<file path="src/rtl/regfile_mp.sv">
// Multi-port integer register file: NRD combinational read ports with write bypass, two write ports, per-register pending scoreboard.
// Read latency 0 cycles, writes commit at posedge; no backpressure (every port is accepted every cycle).
module regfile_mp #(
  parameter int XLEN  = 32,
  parameter int NREGS = 32,
  parameter int AW    = 5,
  parameter int NRD   = 2
) (
  input  logic                clk,
  input  logic                rst,
  input  logic [NRD*AW-1:0]   rs_addr,
  output logic [NRD*XLEN-1:0] rs_data,
  output logic [NRD-1:0]      rs_pend,
  input  logic                we0,
  input  logic [AW-1:0]       wa0,
  input  logic [XLEN-1:0]     wd0,
  input  logic                we1,
  input  logic [AW-1:0]       wa1,
  input  logic [XLEN-1:0]     wd1,
  input  logic                iss_v,
  input  logic [AW-1:0]       iss_rd
);

  logic [XLEN-1:0] regs_q [NREGS];
  logic [XLEN-1:0] regs_d [NREGS];
  logic [NREGS-1:0] pend_q;
  logic [NREGS-1:0] pend_d;

  logic wr0_ok;
  logic wr1_ok;

  assign wr0_ok = we0 && (wa0 != '0);
  assign wr1_ok = we1 && (wa1 != '0);

  // Port 1 is applied last so it wins a same-address double write.
  always_comb begin
    for (int i = 0; i < NREGS; i++) begin
      regs_d[i] = regs_q[i];
    end
    if (wr0_ok) regs_d[wa0] = wd0;
    if (wr1_ok) regs_d[wa1] = wd1;
  end

  // Clear before set: a new producer issued in the writeback cycle keeps the bit.
  always_comb begin
    pend_d = pend_q;
    if (we0) pend_d[wa0] = 1'b0;
    if (we1) pend_d[wa1] = 1'b0;
    if (iss_v) pend_d[iss_rd] = 1'b1;
    pend_d[0] = 1'b0;
  end

  always_ff @(posedge clk or posedge rst) begin
    if (rst) begin
      for (int i = 0; i < NREGS; i++) begin
        regs_q[i] <= '0;
      end
      pend_q <= '0;
    end else begin
      for (int i = 0; i < NREGS; i++) begin
        regs_q[i] <= regs_d[i];
      end
      pend_q <= pend_d;
    end
  end

  always_comb begin
    logic [AW-1:0]   a;
    logic [XLEN-1:0] d;
    logic            clr;
    logic            set;
    rs_data = '0;
    rs_pend = '0;
    for (int k = 0; k < NRD; k++) begin
      a   = rs_addr[k*AW +: AW];
      d   = regs_q[a];
      if (wr0_ok && (wa0 == a)) d = wd0;
      if (wr1_ok && (wa1 == a)) d = wd1;
      clr = (we0 && (wa0 == a)) || (we1 && (wa1 == a));
      set = iss_v && (iss_rd == a);
      if (!rst && (a != '0)) begin
        rs_data[k*XLEN +: XLEN] = d;
        rs_pend[k]              = pend_q[a] && !(clr && !set);
      end
    end
  end

endmodule

</file>
<file path="config.mk">
export PLATFORM = sky130hd
export DESIGN_NAME = regfile_mp
export DESIGN_NICKNAME = d
export VERILOG_FILES = /design/src/rtl/regfile_mp.sv
export SDC_FILE = /design/constraint.sdc
export NUM_CORES = 2
export LEC_CHECK = 0
export CAP_MARGIN = 20
export CORE_MARGIN = 2
export CORE_UTILIZATION = 45
export CTS_CLUSTER_DIAMETER = 50
export CTS_CLUSTER_SIZE = 28
export DETAILED_ROUTE_END_ITERATION = 8
export GPL_TIMING_DRIVEN = 1
export PLACE_DENSITY = 0.61
export SYNTH_ARGS = -nofsm -noshare
export SYNTH_HDL_FRONTEND = slang
export SYNTH_SLANG_ARGS = --single-unit
</file>
<file path="constraint.sdc">
create_clock -name clk -period 100.8 [get_ports clk]
set_input_delay 20.16 -clock clk [delete_from_list [all_inputs] [get_ports clk]]
set_output_delay 20.16 -clock clk [all_outputs]
set_load 0.02 [all_outputs]
</file>
==> flow_metrics.tcl <==
set metrics [dict create \
    crit_slowest_cell "o31ai_1" \
    required_ns 80.64 \
    postSynthAreaPerCell_um2 10.6 \
    dp_hpwl_mm 148 \
    rsz0062_at_grt "no" \
    clkTransAtPathRegs_ns 0.06 \
    utilization_pct 50.1 \
    relSlewSlack_pct 16.1 \
    fin_total_pwr_mw 1.52 \
    maxSlewViolCount 0 \
    cp_max_fo 56 \
    portBuffers 159 \
    post-synth-top-area-cell "dfrtp_1" \
    yosys.area_share.simple_pct 7.73 \
    cts.htree.levels 4 \
    synth_top_area_share_pct 38.8 \
    cts_hold_buf 0 \
    fin_worst_skew_ns 0 \
    yosysSeqAreaShare_pct 38.8 \
    grt_util_all_layers_pct 35.2 \
    post_cts_resized 0 \
    netlist_area_um2 68000 \
    die_y_um 393 \
    setup_tns_ns 0 \
    grt_antenna_before_repair 27 \
    path_buf_inv 4 \
    outcome "finished clean" \
    initial_core_util_pct 45.4 \
    setup_viol 0 \
    cts_buffers 131 \
    slowest_delay_ns 0.93 \
    dr.pass1.iters 7 \
    ys_ff_latch 1055 \
    drt-wirelength-per-cell_um 33.4 \
    synthMuxAreaShare_pct 34.8 \
    crit_top_cell "buf_4" \
    ant_nets 0 \
    whs_ns 0.400 \
    fin_cells 8227 \
    yosysWarnings 0 \
    placedInstanceArea_um2 70300 \
    switchingPower_uw 480 \
    hold_viol 0 \
    area_growth_pct 10.4 \
    worst_setup_path_start_kind "input port" \
    drive_above_1_share_pct 15.9 \
    ios 160 \
    p_sw_share_pct 31.6 \
    cap_violations 0 \
    pre_cts_slack_ns 55.26 \
    final_cell_mix "mux2i_1, dfrtp_1, a21oi_1" \
    grt_pass1_vias 52900 \
    synthTopCellsByArea "dfrtp_1, mux2i_1, mux4_2" \
    vias 55500 \
    synthesis.nets 6539 \
    drt_wl_total_mm 275 \
    synth_ff_type "dfrtp_1" \
    timing.fmax_mhz 22.0 \
    cpLargestDelayFamily "buffers and inverters" \
    post-cts-setup-buffer-count 0 \
    dp.cells 7973 \
    synth_top_family_by_area "multiplexers" \
    cts_tree "yes" \
    arrival_ns 25.33 \
    p_leak_nw 32.6 \
    drc_errors 0 \
    clock_latency_ns 0.79 \
    clock-sinks 1055 \
    synthAdderAreaFrac_pct 0 \
    power_frac_comb_pct 24.7 \
    path_class "input port to output pin" \
    num_rows 142 \
    dieArea_um2 154000 \
    overflow 0 \
    endpoint_kind "output pin" \
    post-route-worst-setup-slack_ns 55.31 \
    finalCritPeriodShare_pct 45.1 \
    cts_root_buffer "clkbuf_16" \
    path_cells "buf_6 -> buf_4 -> xor2_1 -> nor4_2 -> a41o_2 -> buf_4 -> o22ai_1 -> o31ai_1 -> clkdlybuf4s50_1" \
    layout_min_cycle_time_ns 45.49 \
    drt-initial-drc-count 8330 \
    grt_pass1_wl_mm 391 \
    internal_power_mw 1.04 \
    final_nets 6193 \
    via_per_inst 6.74 \
    synth_compound_area_share_pct 12.5 \
    synthXorXnorAreaFrac_pct 0.386 \
    power_frac_seq_pct 41.3 \
    min_path_type "flip-flop to flip-flop" \
    p_per_area_nw_per_um2 20.2 \
    tightest_slew_ns 1.26 \
    gp_congestion 0.887 \
    final_common_cell "mux2i_1" \
    clkPwrFrac_pct 34.0 \
    grt_max_degree 173 \
    synth_cell_type_count 62 \
    die_x_um 393 \
    final_area_um2 75100 \
    coreArea_um2 150000 \
    clk_path_buf_depth 3 \
    ys_async_sr_fraction_pct 100 \
    synth_edf_count 0 \
    fillCellCount 13400 \
    ir_worst_vdd_mv 0.0141 \
    synthCells 6445 \
]
[Yosys cell counts, drive strengths merged, types with 2 or more instances]
cell type	number
mux2i	1250
dfrtp	1055
a21oi	767
nor2	670
nand2	535
mux4	470
clkbuf	462
o21ai	370
buf	356
o22ai	63
a22oi	62
o221ai	62
and2	44
o31ai	35
mux2	32
o41ai	32
a211oi	31
o21a	31
xnor2	18
a32o	15
xor2	12
nor3b	11
inv	10
and3	7
nor3	6
nor4	6
and3b	4
nand3	4
nand3b	4
nand4	4
or2	4
nand2b	2
nor2b	2
[per-layer routing]
layer	wire [µm]	track usage, %	share of wire (%)
met5	400	0.957	0.15
met4	12400	14.8	4.5
met3	38000	13.3	14
met2	116000	50.3	42
met1	108000	47.8	39
[power by group through the flow]
| stage | clock [mW] | combinational (mW) | sequential, mW |
|---|---|---|---|
| finish | 0.516 | 0.375 | 0.626 |
| global route | 0.535 | 0.403 | 0.636 |
| CTS | 0.519 | 0.369 | 0.620 |
| detailed placement | 0 | 0.369 | 0.626 |
| global placement | 0 | 0.359 | 0.622 |
| floorplan | 0 | 0.291 | 0.596 |
[registers in the layout, indices dropped and copies added, names as in the netlist]
register  cells
regs_q     1024
pend_q       31
[final timing paths]
kind                                   start            to  slack, ns  cells after the start
worst max-delay path              rs_addr[6]   rs_data[33]      55.31                      9
worst min-delay path            regs_q[1021]  regs_q[1021]       0.40                      0
worst max register to register   regs_q[492]   regs_q[492]      99.94                      2
worst min register to register  regs_q[1021]  regs_q[1021]       0.40                      0
max in group asynchronous                rst   regs_q[378]      78.72                      4
min in group asynchronous                rst   regs_q[115]      19.80                      2
[cell families (layout without fill, tap and decap cells)]
kind of cell / count (synthesis) / after routing
compound gates: 1473 / 1473
xor+xnor: 30 / 30
buf+inv: 829 / 587
flops: 1055 / 1055
mux: 1752 / 1752
other cells: 0 / 8
simple gates: 1306 / 1306
[final cells by class]
class	instances	area, µm²	area share (%)
clock buffer	157	3630	4.84
sequential	1055	26400	35.1
antenna	8	20.0	0.0266
tap	2016	2520	3.36
multi-input combinational	4561	38300	50.9
timing repair buffer	339	3230	4.29
inverter	11	48.8	0.0649
clock inverter	80	1020	1.36
Note: power is estimated with default switching activity, not from simulation.
